==> src/rtl/red_pitaya_exp_in_cond_pkg.sv <==
// Shared constants for the expansion-connector input conditioner.
// Also holds the pin-to-dat_o latency helper.
package red_pitaya_exp_in_cond_pkg;

  localparam int DEF_DW          = 8;
  localparam int DEF_SYNC_STAGES = 2;
  localparam int DEF_CNT_W       = 16;

  // Cycles from a clean pin change until the new level shows on dat_o.
  function automatic int deb_latency(input int sync_stages, input int deb);
    return sync_stages + deb + 1;
  endfunction

endpackage

==> src/rtl/red_pitaya_exp_deb_bit.sv <==
// One conditioned input bit: synchroniser chain, debounce counter and edge pulses.
// The level commits only after staying different from dat_o for cfg_deb_i+1 cycles.
module red_pitaya_exp_deb_bit #(
  parameter int SYNC_STAGES = 2,
  parameter int CNT_W       = 16
) (
  input  logic             clk_i,
  input  logic             rst_i,
  input  logic             pin_i,
  input  logic [CNT_W-1:0] cfg_deb_i,
  output logic             dat_o,
  output logic             rise_o,
  output logic             fall_o
);

  logic [SYNC_STAGES-1:0] sync_q;
  logic                   sync;
  logic [CNT_W-1:0]       cnt;

  assign sync = sync_q[SYNC_STAGES-1];

  always_ff @(posedge clk_i) begin
    if (rst_i) begin
      sync_q <= '0;
    end else begin
      sync_q <= {sync_q[SYNC_STAGES-2:0], pin_i};
    end
  end

  // The >= compare lets a lowered threshold commit at once; saturation avoids wrap.
  always_ff @(posedge clk_i) begin
    if (rst_i) begin
      cnt    <= '0;
      dat_o  <= 1'b0;
      rise_o <= 1'b0;
      fall_o <= 1'b0;
    end else begin
      rise_o <= 1'b0;
      fall_o <= 1'b0;
      if (sync == dat_o) begin
        cnt <= '0;
      end else if (cnt >= cfg_deb_i) begin
        dat_o  <= sync;
        cnt    <= '0;
        rise_o <= sync;
        fall_o <= ~sync;
      end else if (cnt != {CNT_W{1'b1}}) begin
        cnt <= cnt + 1'b1;
      end
    end
  end

endmodule

==> src/rtl/red_pitaya_exp_in_cond.sv <==
// Expansion-connector input conditioner: per-bit debounce plus sticky, maskable
// edge event flags with a registered aggregate interrupt.
module red_pitaya_exp_in_cond
  import red_pitaya_exp_in_cond_pkg::*;
#(
  parameter int DW          = DEF_DW,
  parameter int SYNC_STAGES = DEF_SYNC_STAGES,
  parameter int CNT_W       = DEF_CNT_W
) (
  input  logic             clk_i,
  input  logic             rst_i,
  input  logic [DW-1:0]    exp_dat_i,
  input  logic [CNT_W-1:0] cfg_deb_i,
  input  logic [DW-1:0]    cfg_rise_en_i,
  input  logic [DW-1:0]    cfg_fall_en_i,
  input  logic [DW-1:0]    evt_clr_i,
  output logic [DW-1:0]    dat_o,
  output logic [DW-1:0]    rise_o,
  output logic [DW-1:0]    fall_o,
  output logic [DW-1:0]    evt_o,
  output logic             irq_o
);

  logic [DW-1:0] evt_set;

  for (genvar g = 0; g < DW; g++) begin : g_bit
    red_pitaya_exp_deb_bit #(
      .SYNC_STAGES (SYNC_STAGES),
      .CNT_W       (CNT_W)
    ) u_deb (
      .clk_i     (clk_i),
      .rst_i     (rst_i),
      .pin_i     (exp_dat_i[g]),
      .cfg_deb_i (cfg_deb_i),
      .dat_o     (dat_o[g]),
      .rise_o    (rise_o[g]),
      .fall_o    (fall_o[g])
    );
  end

  assign evt_set = (rise_o & cfg_rise_en_i) | (fall_o & cfg_fall_en_i);

  // A new event wins over a clear landing in the same cycle.
  always_ff @(posedge clk_i) begin
    if (rst_i) begin
      evt_o <= '0;
      irq_o <= 1'b0;
    end else begin
      evt_o <= (evt_o & ~evt_clr_i) | evt_set;
      irq_o <= |evt_o;
    end
  end

endmodule

==> config.mk <==
export PLATFORM = sky130hd
export DESIGN_NAME = red_pitaya_exp_in_cond
export DESIGN_NICKNAME = d
export VERILOG_FILES = /design/src/rtl/red_pitaya_exp_in_cond_pkg.sv /design/src/rtl/red_pitaya_exp_deb_bit.sv /design/src/rtl/red_pitaya_exp_in_cond.sv
export SDC_FILE = /design/constraint.sdc
export NUM_CORES = 1
export LEC_CHECK = 0
export ABC_AREA = 1
export BUFFER_PORTS_ARGS = -buffer_cell sky130_fd_sc_hd__buf_2
export CORE_ASPECT_RATIO = 1.25
export CORE_UTILIZATION = 30
export DETAILED_ROUTE_END_ITERATION = 10
export PLACE_DENSITY = 0.49
export REMOVE_ABC_BUFFERS = 1
export SYNTH_ARGS = -nofsm -noshare
export SYNTH_HDL_FRONTEND = slang
export SYNTH_SLANG_ARGS = --single-unit
==> constraint.sdc <==
create_clock -name clk_i -period 1.6 [get_ports clk_i]
set_input_delay 0.08 -clock clk_i [delete_from_list [all_inputs] [get_ports clk_i]]
set_output_delay 0.08 -clock clk_i [all_outputs]
set_load 0.03 [all_outputs]
# After elaboration in Yosys (flattened, before gate mapping)

Index checks and enable logic that the tools add are counted.

Add/sub/neg operators: 8
Magnitude comparators: 8
Equality and inequality tests: 16
Reductions and logical operators: 25
Bitwise gates (word level): 30

Operator list:

| cell                                          | count |
|---|---|
| adder 16 x 1 -> 16 bit, second input constant | 8 |
| greater-or-equal comparator 16 bit            | 8 |
| inequality test 16 bit, second input constant | 8 |
| OR reduction 3 bit                            | 16 |
| bitwise AND 8 bit                             | 3 |
| inverter 1 bit                                | 24 |
| OR 8 bit                                      | 2 |
| AND reduction 2 bit                           | 8 |
| equality test 1 bit                           | 8 |
| inverter 8 bit                                | 1 |
| OR reduction 8 bit                            | 1 |

Register bits: 177
Bits of input ports: 50
Output and inout bits: 33

# Longest topological paths before layout

Depth in word-level cells: 3
Gate-level depth with buffers: 13
Mapped depth without buffers: 13

# Cells and area by module

Synthesis repeated with hierarchy kept, for this count alone.

Cell total of the unflattened synthesis: 1770
Area, all modules: 12467.0 µm²

By module, submodules not included:

| module                 | cells an instance | area an instance (µm²) | instances |
|---|---|---|---|
| red_pitaya_exp_deb_bit | 212               | 1503.9                 | 8 |
| red_pitaya_exp_in_cond | 74                | 435.4                  | 1 |

# Worst setup path after synthesis

No wires, ideal clock.

Path kind: register to register
Start point: reg g_bit[2].u_deb.cnt[5]
End point: reg g_bit[2].u_deb.cnt[15]
Stages on the path, launching flop included: 12
Clock period less this slack: 1.641 ns
Buffers on the path: 1
Library setup time: 0.064 ns
Path slack: -0.041 ns
Arrival: 1.577 ns
Required time: 1.536 ns
Cell sequence: dfxtp_1 -> ha_1 -> nand2_1 -> nand2_1 -> nand2_1 -> nand2_1 -> nor2_1 -> nand2_1 -> nand2_1 -> nand3_1 -> buf_2 -> nor2_1

Cells in the longest elaborated chain, start to end: 2
Elaborated cells between the ends (all ways): 4
Those cells by class: add/sub (1); order compare (1); eq/ne (1); reduce/logical (1)

RTL lines:

| element                            | RTL line                     | RTL |
|---|---|---|
| from (decl)                        | red_pitaya_exp_deb_bit.sv:18 | `logic [CNT_W-1:0] cnt;` |
| from (signal assigned)             | red_pitaya_exp_deb_bit.sv:48 | `cnt <= cnt + 1'b1;` |
| greater-or-equal comparator 16 bit | red_pitaya_exp_deb_bit.sv:42 | `end else if (cnt >= cfg_deb_i) begin` |
| OR reduction 3 bit (no line)       | --                           |  |

Parallel ways exist; a longest one is shown, timed or not.
A chain may end at the register's enable or synchronous reset.

# Final worst setup path

Start point: reg g_bit[3].u_deb.cnt[1]
End point: reg g_bit[3].u_deb.cnt[0]

Cells in the longest elaborated chain, start to end: 2
Elaborated cells between the ends (all ways): 3
Those cells by class: order compare (1); eq/ne (1); reduce/logical (1)

RTL lines:

| element                            | RTL line |
|---|---|
| from (decl)                        | red_pitaya_exp_deb_bit.sv:18 |
| from (signal assigned)             | red_pitaya_exp_deb_bit.sv:48 |
| greater-or-equal comparator 16 bit | red_pitaya_exp_deb_bit.sv:42 |
| OR reduction 3 bit (no line)       | -- |

Parallel ways exist; a longest one is shown, timed or not.

==> impl_results.md <==
- Fin Setup TNS: 0 ps
- Largest area contributor in the netlist: dfxtp_1
- Post-Route Skew: 7.28 ps
- Die Span Y: 221 um
- Antenna Violating Nets Remaining: 0
- Most numerous cell in the Yosys netlist: nand2_1
- Std cell rows: 79
- DRC: 0
- Asr flop ratio synth: 0%
- Critical path endpoint: g_bit[3].u_deb.cnt[0]$_SDFFE_PP0P_
- Synthesized flop and latch total: 177
- P per Cell Area: 574 mW/mm2
- CTS buffer count: 17
- Final worst path period need: 1590 ps
- Worst Setup Path Type: reg -> reg
- Cell variety after synth: 37
- Peak supply drop: 0.000789 V
- DR iter-0 viols: 351
- IO Port Bufs: 82
- Clk_lat worst skew: 450 ps
- CP arrival: 1990 ps
- Vias in the first global route: 10,400
- Filler cells: 3,672
- Critical Path RT: 1990 ps
- Dpl hpwl: 24,300 um
- H-tree depth: 4
- Hold Fails Final Rpt: 0
- DIE WIDTH: 177 um
- Pleak: 7.44 nW
- Fmax: 0.627 GHz
- Vias: 11,100
- Post-DP Area: 0.0138 mm2
- Final WL: 34,000 um
- # IOs: 83
- Final Cell Area: 0.0171 mm2
- Post-synth top area share: 30.9%
- Yosys synthesis warning count: 0
- CTS tree: done
- Final setup fails: 0
- Cell area after synthesis: 0.0115 mm2
- CTS sink cnt: 177
- Cells after synthesis: 1,639
- Worst Reg-to-Reg Cells: 11
- Reg-to-Reg End: g_bit[3].u_deb.cnt[0]$_SDFFE_PP0P_
- HP Class: in -> reg
- Routability cong.: 0.843
- Tcrit/Tclk final: 99.7%
- Register area share after synthesis: 30.9%
- Antenna diodes: 0
- Crit end category: flop
- Global-route wire length before repair: 50,500 um
- Initial antenna violation count: 0
- Worst reg-to-reg setup slack: 5 ps
- Worst Setup SP: g_bit[3].u_deb.cnt[1]$_SDFFE_PP0P_
- Maximum net fanout on the critical path: 8
- Post-synth EDFFs: 0
- Total grt overflow: 0
- DRT Pass-1 Iters: 4
- RSZ-0062 raised after global routing: yes
- Nets@finish: 2,127
- Slew at the pin closest to its max-slew limit: 691 ps
- Starting Density: 30.7%
- Die area: 0.0391 mm2
- Maximum root-to-sink buffer count: 2
- CP startpoint kind: flop
- Average vias per placed instance: 4.56
- Layout area overhead: 48.8%
- Status: finished clean
- All-Layer GR Usage: 16.8%
- Ranking of synthesized cells by area: dfxtp_1, ha_1, nand2_1
- Commonest cells post-synth: nand2_1, nor2_1, inv_1, dfxtp_1, ha_1
- Pin count of the biggest net entering global routing: 21
- Final Slew Violations: 0
- Pwr Total: 9.80 mW
- Top FF cell, synth: dfxtp_1
- Layout cells sized above 1: 38.4%
- Clk root buf: clkbuf_16
- Average size of a mapped cell: 7.01 um2
- Core area: 0.0375 mm2
- Max cap viols: 0
- Max_slew headroom: 53.9%
- Clock-pin transition on the worst setup and hold timing paths: 70 ps
- WL per Instance: 13.9 um
- Worst r2r src: g_bit[3].u_deb.cnt[1]$_SDFFE_PP0P_
[metal layers]
layer / up-vias / GRT usage [%] / routed length [um]
li1: 5824 / - / -
met2: 128 / 29.4 / 16900
met1: 5118 / 20.0 / 15000
met5: - / 0 / 0
met3: 55 / 2.39 / 987
met4: 0 / 7.96 / 1160
[cells by family (layout without fill, tap and decap cells)]
logic type      Yosys count  in the layout  share of synthesized area (%)
buf+inv                 254            569                           9.69
xor+xnor                 87             87                           6.64
fa+ha+maj               136            136                           14.8
flops                   177            177                           30.9
simple gates            844            844                           31.7
compound gates          141            141                           6.34
[metrics by stage]
step           utilization [%]  setup slack [ps]  hold slack, ps  instances
2_1_floorplan                -             -96.6             149       1596
3_3_place_gp              36.9              -299             280       2358
3_5_place_dp              36.9              -326             288       2358
4_1_cts                   39.8             -34.7            7.15       2418
5_1_grt                   45.6             -95.0            36.0       2440
6_report                  45.6              5.34            29.4       2440
[flip-flops by register name, indices dropped and copies added, names as in the netlist]
name / count
g_bit.u_deb.dat_o: 8
irq_o: 1
g_bit.u_deb.rise_o: 8
g_bit.u_deb.sync_q: 16
g_bit.u_deb.fall_o: 8
g_bit.u_deb.cnt: 128
evt_o: 8
[worst min path at each step]
stage	startpoint	endpoint	slack, ps	depth (start not counted)
global route	rst_i	g_bit[0].u_deb.dat_o$_SDFFE_PP0P_	40	3
floorplan	rst_i	evt_o[0]$_SDFF_PP0_	150	1
CTS	rst_i	g_bit[7].u_deb.dat_o$_SDFFE_PP0P_	7	3
detailed placement	exp_dat_i[1]	g_bit[1].u_deb.sync_q[0]$_SDFF_PP0_	290	3
global placement	exp_dat_i[1]	g_bit[1].u_deb.sync_q[0]$_SDFF_PP0_	280	3
finish	rst_i	g_bit[0].u_deb.dat_o$_SDFFE_PP0P_	30	3
[placed cells by master, fill, tap and decap left out, types with 19 or more instances in the layout]
cell / Yosys / final
a21oi_1: 102 / 48
a21oi_2: 0 / 53
buf_2: 9 / 82
buf_4: 24 / 169
buf_6: 7 / 27
clkbuf_16: 0 / 21
dfxtp_1: 177 / 112
dfxtp_2: 0 / 42
dfxtp_4: 0 / 23
dlygate4sd3_1: 0 / 24
ha_1: 136 / 72
ha_4: 0 / 64
inv_1: 203 / 183
nand2_1: 346 / 289
nand2_2: 12 / 53
nand3_1: 75 / 63
nand4_1: 26 / 26
nor2_1: 313 / 237
nor2_2: 11 / 59
nor2_4: 7 / 35
nor3_1: 30 / 19
xnor2_1: 42 / 42
xor2_1: 45 / 43
[final cells by class]
| type | instances | area, um2 | share of cell area (%) |
|---|---|---|---|
| multi-input cells | 1208 | 8640 | 50.6 |
| flip-flops and latches | 177 | 3680 | 21.6 |
| repair buffers | 326 | 2700 | 15.8 |
| inverters | 211 | 826 | 4.83 |
| well taps | 486 | 608 | 3.56 |
| clock buffers | 17 | 425 | 2.49 |
| clock inverters | 15 | 196 | 1.15 |
[power breakdown]
| part | leakage (nW) | switching (mW) | internal [mW] |
|---|---|---|---|
| logic | 5.67 | 0.467 | 0.371 |
| clock network | 0.301 | 2.04 | 2.51 |
| registers | 1.47 | 0.0226 | 4.39 |
[critical path, stage by stage (launching register included)]
cell and delay, ps:
dfxtp_4 400, ha_4 160, nand2_4 50, nor2_4 100, nand2_2 80, nor2_4 150
buf_6 130, inv_4 40, nor2_4 120, buf_8 150, nand2_2 60, a21oi_2 100
[what timing repair did]
action                                  CTS  global route
resized for setup                        52           458
pin swaps                                15           127
endpoints found under the hold margin    16             0
endpoints found under the setup margin   82           152
buffers inserted                          2            17
cloned                                    2             5
hold buffers                             24             0
Power figures use the tool's default switching activity.
